## src/rtl/alu_operand_loader_if.sv

```systemverilog
// Board-input / ALU-operand bundle between the operand loader and the ALU harness.
interface alu_operand_loader_if;
  logic [3:0]  KEY;
  logic [17:0] SW;
  logic [31:0] portA;
  logic [31:0] portB;
  logic [3:0]  ALUOP;
  logic        op_valid;
  logic [1:0]  load_state;

  modport master (
    input  KEY, SW,
    output portA, portB, ALUOP, op_valid, load_state
  );

  modport slave (
    output KEY, SW,
    input  portA, portB, ALUOP, op_valid, load_state
  );
endinterface

```

## src/rtl/alu_operand_loader.sv

```systemverilog
// Input conditioning (sync + debounce) and A/B/opcode load sequencer feeding the ALU
// from registers so it never sees live switch/key levels.

module alu_operand_loader_db #(
  parameter int DB_CYCLES = 500000,
  parameter int DB_W      = 19
) (
  input  logic clk,
  input  logic rst,
  input  logic key_sync,
  output logic key_db,
  output logic press
);
  localparam logic [DB_W-1:0] DB_LAST = DB_W'(DB_CYCLES - 1);

  logic [DB_W-1:0] cnt;

  // The strobe is raised on the same edge the debounced level falls, so the
  // sequencer acts one edge later: 2 sync + DB_CYCLES + 1 in total.
  always_ff @(posedge clk) begin
    if (rst) begin
      key_db <= 1'b1;
      cnt    <= '0;
      press  <= 1'b0;
    end else begin
      press <= 1'b0;
      if (key_sync != key_db) begin
        if (cnt == DB_LAST) begin
          key_db <= key_sync;
          cnt    <= '0;
          press  <= key_db & ~key_sync;
        end else begin
          cnt <= cnt + 1'b1;
        end
      end else begin
        cnt <= '0;
      end
    end
  end
endmodule

module alu_operand_loader #(
  parameter int DB_CYCLES = 500000,
  parameter int DB_W      = 19
) (
  input  logic                        CLOCK_50,
  input  logic                        RST,
  alu_operand_loader_if.master        bus
);
  localparam int NUM_KEYS = 4;

  localparam logic [1:0] LOAD_A = 2'd0;
  localparam logic [1:0] LOAD_B = 2'd1;
  localparam logic [1:0] SEL_OP = 2'd2;
  localparam logic [1:0] RUN    = 2'd3;

  logic [NUM_KEYS-1:0] key_s1, key_s2, key_db, press;
  logic [17:0]         sw_s1, sw_s2;
  logic [31:0]         sext;
  logic [1:0]          state;
  logic                sw_unused;

  always_ff @(posedge CLOCK_50) begin
    if (RST) begin
      key_s1 <= '1;
      key_s2 <= '1;
      sw_s1  <= '0;
      sw_s2  <= '0;
    end else begin
      key_s1 <= bus.KEY;
      key_s2 <= key_s1;
      sw_s1  <= bus.SW;
      sw_s2  <= sw_s1;
    end
  end

  for (genvar i = 0; i < NUM_KEYS; i++) begin : g_db
    alu_operand_loader_db #(
      .DB_CYCLES (DB_CYCLES),
      .DB_W      (DB_W)
    ) u_db (
      .clk      (CLOCK_50),
      .rst      (RST),
      .key_sync (key_s2[i]),
      .key_db   (key_db[i]),
      .press    (press[i])
    );
  end

  assign sext      = {{16{sw_s2[16]}}, sw_s2[15:0]};
  assign sw_unused = sw_s2[17];

  // One action per cycle: clear > back > re-fire > step.
  always_ff @(posedge CLOCK_50) begin
    if (RST) begin
      bus.portA    <= '0;
      bus.portB    <= '0;
      bus.ALUOP    <= '0;
      bus.op_valid <= 1'b0;
      state        <= LOAD_A;
    end else begin
      bus.op_valid <= 1'b0;
      if (press[3]) begin
        bus.portA <= '0;
        bus.portB <= '0;
        bus.ALUOP <= '0;
        state     <= LOAD_A;
      end else if (press[1]) begin
        if (state != LOAD_A) state <= state - 2'd1;
      end else if (press[2]) begin
        if (state == RUN) bus.op_valid <= 1'b1;
      end else if (press[0]) begin
        case (state)
          LOAD_A: begin
            bus.portA <= sext;
            state     <= LOAD_B;
          end
          LOAD_B: begin
            bus.portB <= sext;
            state     <= SEL_OP;
          end
          SEL_OP: begin
            bus.ALUOP    <= sw_s2[3:0];
            bus.op_valid <= 1'b1;
            state        <= RUN;
          end
          default: state <= LOAD_A;
        endcase
      end
    end
  end

  assign bus.load_state = state;
endmodule

```

## src/flat_wrapper.sv

```systemverilog
// flat-port wrapper written by rule: the top's interface ports become plain ports
module alu_operand_loader_flat 
#(
  parameter int DB_CYCLES = 500000,
  parameter int DB_W      = 19
)
  (CLOCK_50, RST, bus_KEY, bus_SW, bus_portA, bus_portB, bus_ALUOP, bus_op_valid, bus_load_state);
  alu_operand_loader_if bus_i ();
  input  logic CLOCK_50;
  input  logic RST;
  input wire logic [$bits(bus_i.KEY)-1:0] bus_KEY;
  input wire logic [$bits(bus_i.SW)-1:0] bus_SW;
  output wire logic [$bits(bus_i.portA)-1:0] bus_portA;
  output wire logic [$bits(bus_i.portB)-1:0] bus_portB;
  output wire logic [$bits(bus_i.ALUOP)-1:0] bus_ALUOP;
  output wire logic [$bits(bus_i.op_valid)-1:0] bus_op_valid;
  output wire logic [$bits(bus_i.load_state)-1:0] bus_load_state;
  assign bus_i.KEY = bus_KEY;
  assign bus_i.SW = bus_SW;
  assign bus_portA = bus_i.portA;
  assign bus_portB = bus_i.portB;
  assign bus_ALUOP = bus_i.ALUOP;
  assign bus_op_valid = bus_i.op_valid;
  assign bus_load_state = bus_i.load_state;
  alu_operand_loader #(.DB_CYCLES(DB_CYCLES), .DB_W(DB_W)) u_core (.CLOCK_50(CLOCK_50), .RST(RST), .bus(bus_i));
endmodule
```

## config.mk

```make
export PLATFORM = sky130hd
export DESIGN_NAME = alu_operand_loader_flat
export DESIGN_NICKNAME = d
export VERILOG_FILES = /design/src/rtl/alu_operand_loader_if.sv /design/src/rtl/alu_operand_loader.sv /design/src/flat_wrapper.sv
export SDC_FILE = /design/constraint.sdc
export NUM_CORES = 1
export LEC_CHECK = 0
export ABC_AREA = 1
export ABC_CLOCK_PERIOD_IN_PS = 1690
export BUFFER_PORTS_ARGS = -buffer_cell sky130_fd_sc_hd__buf_2
export CORE_MARGIN = 5
export CORE_UTILIZATION = 46
export CTS_CLUSTER_SIZE = 10
export DETAILED_ROUTE_END_ITERATION = 8
export GPL_ROUTABILITY_DRIVEN = 0
export PLACE_DENSITY_LB_ADDON = 0.08
export SKIP_CTS_REPAIR_TIMING = 1
export SYNTH_ARGS = -nofsm -noshare
export SYNTH_HDL_FRONTEND = slang
export SYNTH_SLANG_ARGS = --single-unit
```

## constraint.sdc

```tcl
create_clock -name CLOCK_50 -period 1.69 [get_ports CLOCK_50]
set_input_delay 0.169 -clock CLOCK_50 [delete_from_list [all_inputs] [get_ports CLOCK_50]]
set_output_delay 0.169 -clock CLOCK_50 [all_outputs]
set_load 0.01 [all_outputs]
```

# Word-level counts from Yosys, hierarchy flattened

Cells that the tools add are included.

Register bits after elaboration: 167
Word-level logic and storage cells: 87
Bits of input ports: 24
Output and inout bits: 71

Multiplexer cells: 9
Add/subtract/negate cells: 5
Bitwise logic cells: 18
Reductions and logical operators: 21
Equality and inequality tests: 13

Operators with widths:

| cell                                                  | number |
|---|---|
| adder 19 x 1 -> 19 bit, second input constant         | 4 |
| equality test 19 bit, second input constant           | 4 |
| OR reduction 3 bit                                    | 9 |
| NOT 1 bit                                             | 14 |
| AND reduction 4 bit                                   | 3 |
| 2-to-1 mux 2 bit                                      | 4 |
| AND reduction 2 bit                                   | 4 |
| case mux 2 bit (3 select lines)                       | 1 |
| AND 1 bit                                             | 4 |
| equality test 2 bit, second input constant            | 2 |
| 2-to-1 mux 1 bit                                      | 4 |
| inequality test 1 bit                                 | 4 |
| inequality test 2 x 1 -> 1 bit, second input constant | 2 |
| nonzero test 2 bit                                    | 2 |
| AND reduction 3 bit                                   | 1 |
| equality test 2 x 1 -> 1 bit, second input constant   | 1 |
| zero test 2 bit                                       | 1 |
| OR reduction 2 bit                                    | 1 |
| subtractor 2 x 1 -> 2 bit, second input constant      | 1 |

# Logic depth before layout (Yosys ltp)

Gate-level depths: netlist of run 1.

Word-level depth: 5
Mapped depth: 9
Gate-level depth less buffers: 9

# Hierarchy

Synthesis of run 1 repeated with hierarchy kept, for this count alone.

Cell total of the unflattened synthesis: 1,064
Area, all modules: 7,472.2 um^2

Modules (own cells, without submodules):

| module                                          | area each (um^2) | seq. area each (um^2) | instances | cells an instance |
|---|---|---|---|---|
| alu_operand_loader_db (u_core.g_db[0].u_db ...) | 1,096.1          | 420.4                 | 3         | 169 |
| alu_operand_loader                              | 3,094.2          | 1,661.6               | 1         | 399 |
| alu_operand_loader_db (u_core.g_db[3].u_db)     | 1,089.8          | 420.4                 | 1         | 158 |

# Least setup slack after synthesis of run 1

OpenSTA, ideal clock, no wires.

Path kind: register to register
Start point: reg u_core.g_db[0].u_db.cnt[0]
End point: reg u_core.g_db[0].u_db.cnt[0]
Arrival: 1.326 ns
Buffers on the path: 1
Slack: 0.243 ns
Library setup time: 0.120 ns
Cell stages (with the launch flop): 8
Path through: dfxtp_1 -> ha_1 -> nand3_2 -> nor3_2 -> nand2_1 -> nand2_2 -> buf_6 -> nor2_1

Word-level cells in the longest chain between the ends: 2
Elaborated cells on any way between the ends: 3

RTL lines:

| what                                                                           | RTL line                 | text |
|---|---|---|
| from (decl)                                                                    | alu_operand_loader.sv:16 | `logic [DB_W-1:0] cnt;` |
| from (signal assigned)                                                         | alu_operand_loader.sv:33 | `cnt <= cnt + 1'b1;` |
| parallel branches: the longest is 2 deep, another holds adder 19 x 1 -> 19 bit | -                        |  |

Several ways; the timed one is not identified.
A chain may end at the register's enable or synchronous reset.

# Worst setup path after layout of run 1

Start point: reg u_core.g_db[0].u_db.cnt[1]
End point: reg u_core.g_db[0].u_db.cnt[18]

The elaborated chain is that of the path after synthesis.

==> run_results.csv, run 1 <==
group,metric,value,unit
finish,drive_gt1_share,15.57,%
finish,final_common_cell,"nor2_1",
yosys,synth_area,7410,µm²
yosys,synth_edf_count,0,
sta,timing.setup.tns,0,ns
route,wl_per_cell,11.16,µm
finish,final-instance-count-excl-fill,1367,
placement,dp.cells,1314,
finish,num-nets-final,1173,
clock_network,cts_tree,"yes",
grt,grt_pass1_vias,5334,
yosys,yosysSeqAreaShare,45.12,%
sta,setup_slack,0.1337,ns
route,drt_iter0_drc,276,
floorplanning,die_y,136.9,µm
yosys,ys_ff_latch,167,
floorplanning,die_w,136.9,µm
sta,clock_skew,0.01081,ns
finish,nFillCells,1579,
route,drc_errors,0,
sta,min_period_over_period,92.09,%
worst_setup_path,crit_buf_inv,0,
grt,overflow,0,
sta,hold_ws,-0.01659,ns
yosys,synth-async-reset-ratio,0,%
floorplanning,std_cell_rows,46,
yosys,post_synth.cell_area_avg,7.104,µm²
yosys,synth_nets,1079,
clock_network,clock_path_buffers,2,
worst_setup_path,path_cells,"ha_1, nand3_2, nor3_2, nand2_1, nand2_2, nor2_1",
route,viasPerCell,4.593,
placement,io_buffers,93,
worst_setup_path,required,1.99,ns
grt,grt_max_degree,31,
route,ant_nets,0,
clock_network,clk_latency,0.43,ns
floorplanning,dieArea,18750,µm²
grt,grt_pass1_wl,24.50,mm
floorplanning,ioPinCount,95,
pwr,p_leak,3.490,nW
worst_setup_path,reg2reg_depth,6,
sta,hold_viol,1,
worst_setup_path,critPathCaptureType,"register",
yosys,ys.flop_type,"dfxtp_1",
sta,tightest_slew,0.6899,ns
worst_setup_path,critPathSlowestCell,"dfxtp_1",
clock_network,htreeDepth,4,
worst_setup_path,cp_data_arrival_time,1.86,ns
outcome,failed_checks,"negative hold slack",
clock_network,cts-root-buf,"clkbuf_16",
pwr,power_density,908.9,nW/µm²
yosys,syn_inst,1043,
worst_hold_path,worst_hold_path_type,"input port to register",
floorplanning,core-area,15830,µm²
route,num_vias,6278,
clock_network,cts_sinks,167,
finish,fin_util,54.77,%
worst_setup_path,slowest_delay,0.36,ns
finish,syn2layout_area_growth,17.00,%
worst_setup_path,critPathKind,"register to register",
clock_network,cts_buffers,17,
sta,min_period,1.556,ns
worst_setup_path,cp_top_family,"simple AND/OR/NAND/NOR gates",
route,wl,15.26,mm
route,drt_first_pass_iters,5,
sta,rsz0062_at_grt,"no",
finish,final_cell_mix,"nor2_1 (230), nand2_1 (225), dfxtp_1 (167), inv_1 (129), buf_2 (93)",
yosys,synth.distinct_cells,28,
floorplanning,start_util,46.81,%
outcome,status,"finished, violations left",
worst_setup_path,start_kind,"register",
sta,slew_viol_final,0,
sta,finalSetupViolCount,0,
grt,grt_antenna_before_repair,0,
run,max_cap_violations,0,
clock_network,path_clk_slew,0.07,ns
worst_setup_path,path_max_fanout,17,
placement,hpwl,11.11,mm
worst_hold_path,hold_depth,3,
sta,slew_headroom,53.96,%
yosys,yosys_warnings,0,
pwr,vdd_drop_max,0.0006563,V
sta,max_freq,642.5,MHz
grt,track_usage,16.25,%
worst_setup_path,cp.depth,6,
placement,pre_cts_slack,0.1279,ns
[registers in the layout (all words and copies together), names as in the netlist]
name / count
u_core.g_db.u_db.cnt: 76
u_core.bus.portA: 17
u_core.bus.portB: 17
u_core.sw_s1: 17
u_core.sw_s2: 17
u_core.bus.ALUOP: 4
u_core.g_db.u_db.key_db: 4
u_core.g_db.u_db.press: 4
u_core.key_s1: 4
u_core.key_s2: 4
u_core.bus.load_state: 2
u_core.bus.op_valid: 1
[layout make-up]
| class | instances | area [µm²] | share of cell area [%] |
|---|---|---|---|
| Antenna cell | 1 | 2.502 | 0.02886 |
| Clock buffer | 18 | 429.2 | 4.950 |
| Clock inverter | 14 | 133.9 | 1.544 |
| Inverter | 133 | 499.2 | 5.758 |
| Multi-Input combinational cell | 696 | 3246 | 37.44 |
| Sequential cell | 167 | 3343 | 38.56 |
| Tap cell | 216 | 270.3 | 3.117 |
| Timing Repair Buffer | 122 | 745.7 | 8.602 |
[layer usage]
layer	vias to the layer above	track usage, %	wire length, µm
li1	3368	-	-
met1	2756	22.87	7584
met2	137	24.53	6549
met3	17	3.603	880
met4	0	5.820	240
met5	-	0	0
[path summary, 6_finish.rpt]
path / endpoint / slack (ns) / startpoint
min: u_core.sw_s1[3]$_SDFF_PP0_ / -0.02 / bus_SW[3]
max: u_core.g_db[0].u_db.cnt[18]$_SDFF_PP0_ / 0.13 / u_core.g_db[0].u_db.cnt[1]$_SDFF_PP0_
min reg2reg: u_core.sw_s2[12]$_SDFF_PP0_ / 0.40 / u_core.sw_s1[12]$_SDFF_PP0_
max reg2reg: u_core.g_db[0].u_db.cnt[18]$_SDFF_PP0_ / 0.13 / u_core.g_db[0].u_db.cnt[1]$_SDFF_PP0_
[power by group]
| group | internal [mW] | switching (mW) |
|---|---|---|
| clock | 1.95 | 1.73 |
| sequential | 3.98 | 0.0199 |
| combinational | 0.0901 | 0.105 |
| total | 6.02 | 1.86 |
[per-stage QoR]
stage	total power, mW	cell area, µm²
2_1_floorplan	4.187	7410
3_3_place_gp	4.252	7888
3_5_place_dp	4.253	7888
4_1_cts	7.960	8451
5_1_grt	8.196	8667
6_report	7.880	8670
[cell usage after synthesis (7+ instances only)]
cell type  count  area (µm²)
clkbuf_1       8       30.03
xor2_1        18       157.7
nand4_1       10       62.56
nor2_1       231       867.1
nand2_1      225       844.6
nor2_2         7       43.79
xnor2_1        7       61.31
o21ai_0       34       170.2
a21oi_1       53       265.3
nand3_1       52       260.3
dfxtp_1      167        3343
inv_1        129       484.2
or2_2         16       100.1
ha_1          12       150.1
buf_4         30       225.2
[tightest hold or removal path, stage by stage]
cell	delay (ns)
buf_2	0.07
inv_1	0.04
nor2_1	0.08
[cell families (layout without fill, tap and decap cells)]
group | count (synthesis) | count (layout) | synth area share, %
fa+ha+maj | 12 | 12 | 2.026
compound gates | 89 | 89 | 6.079
other cells | 0 | 1 | 0
buf+inv | 180 | 287 | 11.30
xor+xnor | 25 | 25 | 2.955
simple gates | 570 | 570 | 32.52
flops | 167 | 167 | 45.12
No activity file was read; power rests on OpenSTA's default activity.
==> inputs of run 2 (changes only) <==
ABC_AREA = unset   (was 1)
==> run 2 against run 1 <==
Compared with the run above:
- the run ends with negative hold slack, negative setup slack left
- sequential share of layout area grew 1.7 points
- utilization grew 3.3 points
- global-route usage shrank 0.15 points
- combinational power shrank 7%
- register-to-register slack lost 0.33 ns
- critical path type unchanged
- critical endpoint is now u_core.g_db[2].u_db.key_db$_SDFFE_PP1P_
==> run_results.csv, run 2 <==
group,metric,value,unit
outcome,failed_checks,"negative hold slack, negative setup slack",
sta,tightest_slew,0.4359,ns
sta,finalSetupViolCount,20,
outcome,status,"finished, violations left",
sta,max_freq,530.3,MHz
route,drc_errors,0,
finish,num-nets-final,914,
route,ant_nets,0,
yosys,synth-async-reset-ratio,0,%
floorplanning,std_cell_rows,44,
worst_setup_path,path_max_fanout,4,
sta,hold_viol,1,
finish,syn2layout_area_growth,24.97,%
yosys,synth_nets,787,
clock_network,clk_latency,0.43,ns
worst_setup_path,critPathCaptureType,"register",
worst_setup_path,cp_data_arrival_time,2.24,ns
finish,fin_util,58.09,%
yosys,post-synth-top-count-cell,"dfxtp_1",
placement,io_buffers,93,
sta,setup_slack,-0.1958,ns
yosys,ys_top_cells_by_area,"dfxtp_1 (50%), nand2_1 (5.7%), nor2_1 (4.4%), a21oi_1 (3.7%), buf_4 (3.6%)",
finish,largest_reg_flops,76,
route,drt_iter0_drc,258,
yosys,synth_edf_count,0,
run,max_cap_violations,0,
sta,min_period,1.886,ns
clock_network,clock_path_buffers,2,
finish,drive_gt1_share,23.91,%
yosys,yosys.area.top_type,"dfxtp_1",
floorplanning,core-area,14370,µm²
yosys,yosys_warnings,0,
grt,grt_pass1_wl,22.29,mm
finish,final_cell_mix,"dfxtp_1 (158), nand2_1 (102), buf_2 (93), nor2_1 (78), a21oi_1 (50)",
yosys,yosysSeqAreaShare,50.06,%
finish,multi_input_area,2993,µm²
finish,seqCellArea,3357,µm²
worst_setup_path,path_cells,"or4b_1, or4_4, or3_1, o211ai_1",
pwr,vdd_drop_max,0.0006713,V
route,drt_first_pass_iters,4,
yosys,ys.flop_type,"dfxtp_1",
yosys,post_synth.cell_area_avg,8.893,µm²
yosys,synth.distinct_cells,42,
clock_network,cts_tree,"yes",
clock_network,htreeDepth,4,
sta,timing.setup.tns,-2.501,ns
worst_setup_path,cp_top_family,"simple AND/OR/NAND/NOR gates",
worst_hold_path,worst_hold_path_type,"input port to register",
sta,clock_skew,0.008544,ns
placement,hpwl,9.817,mm
floorplanning,start_util,46.48,%
worst_setup_path,critPathSlowestCell,"or4b_1",
clock_network,cts_buffers,17,
pwr,p_leak,3.162,nW
finish,final_common_cell,"dfxtp_1",
worst_setup_path,start_kind,"register",
pwr,power_density,963.6,nW/µm²
grt,grt_antenna_before_repair,0,
route,wl_per_cell,12.86,µm
finish,regMostFlops,"u_core.g_db.u_db.cnt",
worst_setup_path,required,2.04,ns
floorplanning,die_w,130.5,µm
clock_network,cts_sinks,167,
route,wl,13.83,mm
placement,pre_cts_slack,-0.1812,ns
clock_network,path_clk_slew,0.07,ns
route,num_vias,5378,
grt,grt_pass1_vias,4955,
worst_setup_path,slowest_delay,0.53,ns
finish,diodes,0,
grt,grt_max_degree,33,
sta,min_period_over_period,111.6,%
worst_setup_path,crit_buf_inv,0,
yosys,synth_top_area_share,50.06,%
floorplanning,dieArea,17030,µm²
worst_setup_path,critPathKind,"register to register",
sta,slew_headroom,70.19,%
grt,track_usage,16.10,%
sta,slew_viol_final,0,
yosys,syn_inst,751,
route,viasPerCell,5.003,
grt,overflow,0,
yosys,synth_common_cells,"dfxtp_1 (167), nand2_1 (102), nor2_1 (78), a21oi_1 (50), nor2b_1 (36)",
yosys,ys_ff_latch,167,
floorplanning,ioPinCount,95,
floorplanning,die_y,130.5,µm
clock_network,cts-root-buf,"clkbuf_16",
sta,rsz0062_at_grt,"yes",
yosys,synth_area,6679,µm²
finish,nFillCells,1276,
sta,hold_ws,-0.002806,ns
==> run 2: cell types whose count changed in the layout (fill, tap and decap cells not counted), sizes merged, moves of 29 or more <==
cell | previous run | this run
buf | 102 | 145
inv | 140 | 23
nand2 | 232 | 102
nand3 | 58 | 29
nor2 | 241 | 78
nor2b | 0 | 36
==> run 2: worst reg2reg max path, stage by stage (launching register included) <==
cell	delay (ns)
dfxtp_1	0.31
or4b_1	0.53
or4_4	0.47
or3_1	0.33
o211ai_1	0.16
==> run 2: cells by family after synthesis <==
family	Yosys count	synth area share, %
adder cells (fa/ha/maj)	12	2.248
buffers and inverters	73	5.901
multiplexers	4	0.5995
AO/OA/AOI/OAI	81	7.081
AND/OR/NAND/NOR	362	27.29
XOR/XNOR	52	6.819
flip-flops	167	50.06
==> run 2: area by class of cell <==
class,instances,share of cell area (%)
Inverter,16,0.7195
Multi-Input combinational cell,511,35.86
Tap cell,184,2.758
Timing Repair Buffer,165,13.25
Sequential cell,167,40.22
Clock inverter,14,1.934
Clock buffer,18,5.262
==> run 2: final timing paths <==
path	from	to	slack (ns)	cells past startpoint
min	bus_SW[3]	u_core.sw_s1[3]$_SDFF_PP0_	-0.003	2
max reg2reg	u_core.g_db[2].u_db.cnt[14]$_SDFF_PP0_	u_core.g_db[2].u_db.key_db$_SDFFE_PP1P_	-0.20	4
max	u_core.g_db[2].u_db.cnt[14]$_SDFF_PP0_	u_core.g_db[2].u_db.key_db$_SDFFE_PP1P_	-0.20	4
min reg2reg	u_core.key_s1[2]$_SDFF_PP1_	u_core.key_s2[2]$_SDFF_PP1_	0.42	1
==> run 2: where the power goes <==
group / total (mW) / internal, mW / switching [mW] / leakage [nW]
clock network: 3.86 / 2.14 / 1.72 / 0.288
logic: 0.182 / 0.0985 / 0.0839 / 1.51
registers: 4.00 / 3.98 / 0.0214 / 1.36
==> run 2: through the flow <==
| stage | power, mW | cells | cell area, µm² |
|---|---|---|---|
| 6_report | 8.043 | 1075 | 8347 |
| 5_1_grt | 8.331 | 1075 | 8347 |
| 4_1_cts | 8.115 | 1053 | 8107 |
| 3_5_place_dp | 4.243 | 1021 | 7506 |
| 3_3_place_gp | 4.239 | 1021 | 7506 |
| 2_1_floorplan | 4.173 | 751 | 6728 |
==> run 2: metal layers <==
layer | vias to the layer above | GRT usage (%) | wire, µm
met5 | - | 0 | 0
li1 | 2773 | - | -
met4 | 0 | 4.961 | 129
met2 | 127 | 26.33 | 6213
met1 | 2469 | 20.84 | 6586
met3 | 9 | 4.390 | 895
==> inputs of run 3 (changes only) <==
CELL_PAD_IN_SITES_DETAIL_PLACEMENT = 0   (was unset)
CELL_PAD_IN_SITES_GLOBAL_PLACEMENT = 1   (was unset)
CORE_UTILIZATION = 43   (was 46)
==> run 3 against run 2 <==
Compared with the run above:
- the flow still finishes with violations (negative hold slack, negative setup slack)
- clock skew is 0.0019 ns higher
- die area up 6.4%
- sequential power about the same
- register-to-register slack gained 0.03 ns
- global-route usage is 0.58 points lower
- critical path type unchanged
- critical endpoint unchanged
- largest cell class unchanged
==> run_results.csv, run 3 (synthesis results as in run 2) <==
group,metric,value,unit
outcome,status,"finished, violations left",
outcome,failed_checks,"negative hold slack, negative setup slack",
sta,clock_skew,0.01043,ns
clock_network,clock_path_buffers,2,
worst_setup_path,cp_data_arrival_time,2.21,ns
worst_setup_path,required,2.04,ns
worst_setup_path,path_max_fanout,4,
grt,grt_pass1_vias,4757,
route,num_vias,5349,
floorplanning,core-area,15200,µm²
grt,grt_antenna_before_repair,0,
sta,slew_headroom,73.26,%
sta,min_period,1.855,ns
floorplanning,std_cell_rows,45,
route,ant_nets,0,
clock_network,cts_buffers,17,
grt,grt_max_degree,39,
finish,diodes,0,
route,drt_iter0_drc,204,
finish,final_common_cell,"dfxtp_1",
route,viasPerCell,4.971,
grt,overflow,0,
clock_network,htreeDepth,4,
clock_network,clk_latency,0.43,ns
floorplanning,dieArea,18130,µm²
sta,hold_ws,-0.01311,ns
pwr,vdd_drop_max,0.0006982,V
sta,tightest_slew,0.3974,ns
finish,largest_reg_flops,76,
finish,multi_input_area,3000,µm²
sta,slew_viol_final,0,
placement,pre_cts_slack,-0.1732,ns
worst_setup_path,critPathSlowestCell,"or4b_1",
finish,final_cell_mix,"dfxtp_1 (155), nand2_1 (102), buf_2 (93), nor2_1 (78), a21oi_1 (49)",
worst_setup_path,start_kind,"register",
finish,regMostFlops,"u_core.g_db.u_db.cnt",
finish,num-nets-final,911,
finish,syn2layout_area_growth,24.15,%
route,drt_first_pass_iters,4,
floorplanning,die_y,134.6,µm
worst_setup_path,crit_buf_inv,0,
run,max_cap_violations,0,
worst_setup_path,path_cells,"or4b_1, or4_4, or3_1, o211ai_1",
floorplanning,die_w,134.6,µm
route,wl_per_cell,12.94,µm
floorplanning,start_util,43.93,%
finish,fin_util,54.54,%
clock_network,cts-root-buf,"clkbuf_16",
worst_setup_path,critPathCaptureType,"register",
placement,hpwl,9.942,mm
sta,setup_slack,-0.1653,ns
worst_setup_path,critPathKind,"register to register",
finish,seqCellArea,3361,µm²
finish,drive_gt1_share,24.44,%
grt,grt_pass1_wl,22.95,mm
route,drc_errors,0,
clock_network,cts_tree,"yes",
grt,track_usage,15.52,%
finish,nFillCells,1387,
pwr,p_leak,3.129,nW
sta,max_freq,539.0,MHz
pwr,power.total,7.982,mW
sta,hold_viol,1,
route,wl,13.93,mm
sta,rsz0062_at_grt,"yes",
placement,io_buffers,93,
sta,finalSetupViolCount,20,
floorplanning,ioPinCount,95,
sta,min_period_over_period,109.8,%
worst_setup_path,slowest_delay,0.51,ns
worst_hold_path,worst_hold_path_type,"input port to register",
clock_network,path_clk_slew,0.06,ns
clock_network,cts_sinks,167,
pwr,power_density,962.6,nW/µm²
worst_setup_path,cp_top_family,"simple AND/OR/NAND/NOR gates",
[run 3: cell count changes in the layout (fill, tap and decap cells not counted), sizes merged]
cell | before | now
clkinv | 4 | 3
dlygate4sd3 | 20 | 19
buf | 145 | 143
clkbuf | 18 | 19
[run 3: metal layers]
layer,part of all wire (%),vias up,track usage [%]
met2,44,106,23.79
li1,-,2760,-
met4,1.5,0,4.921
met5,0,-,0
met3,5.5,19,4.545
met1,49,2464,21.11
[run 3: final timing paths]
check | startpoint | endpoint | slack, ns | cells after the start
max reg2reg | u_core.g_db[2].u_db.cnt[14]$_SDFF_PP0_ | u_core.g_db[2].u_db.key_db$_SDFFE_PP1P_ | -0.17 | 4
min reg2reg | u_core.key_s1[0]$_SDFF_PP1_ | u_core.key_s2[0]$_SDFF_PP1_ | 0.41 | 1
min | bus_SW[16] | u_core.sw_s1[16]$_SDFF_PP0_ | -0.01 | 2
max | u_core.g_db[2].u_db.cnt[14]$_SDFF_PP0_ | u_core.g_db[2].u_db.key_db$_SDFFE_PP1P_ | -0.17 | 4
[run 3: area by class of cell]
| class | instances | area share [%] |
|---|---|---|
| Clock buffer | 19 | 5.342 |
| Clock inverter | 13 | 1.645 |
| Inverter | 16 | 0.7243 |
| Multi-Input combinational cell | 511 | 36.19 |
| Sequential cell | 167 | 40.53 |
| Tap cell | 188 | 2.837 |
| Timing Repair Buffer | 162 | 12.74 |
[run 3: power breakdown]
group / total, mW / internal, mW / switching [mW]
Combinational: 0.176 / 0.0925 / 0.0832
Sequential: 4.00 / 3.98 / 0.0193
Clock: 3.80 / 2.12 / 1.69
[run 3: through the flow]
| step | cell area [µm²] | instances | setup TNS (ns) |
|---|---|---|---|
| global route | 8292 | 1076 | -3.073 |
| floorplan | 6728 | 751 | -1.316 |
| global placement | 7478 | 1024 | -1.387 |
| CTS | 8058 | 1056 | -2.000 |
| finish | 8292 | 1076 | -1.800 |
| detailed placement | 7478 | 1024 | -2.048 |
[run 3: worst register-to-register path, stage by stage, from the launching register on]
cell	delay, ns
dfxtp_1	0.31
or4b_1	0.51
or4_4	0.47
or3_1	0.33
o211ai_1	0.16
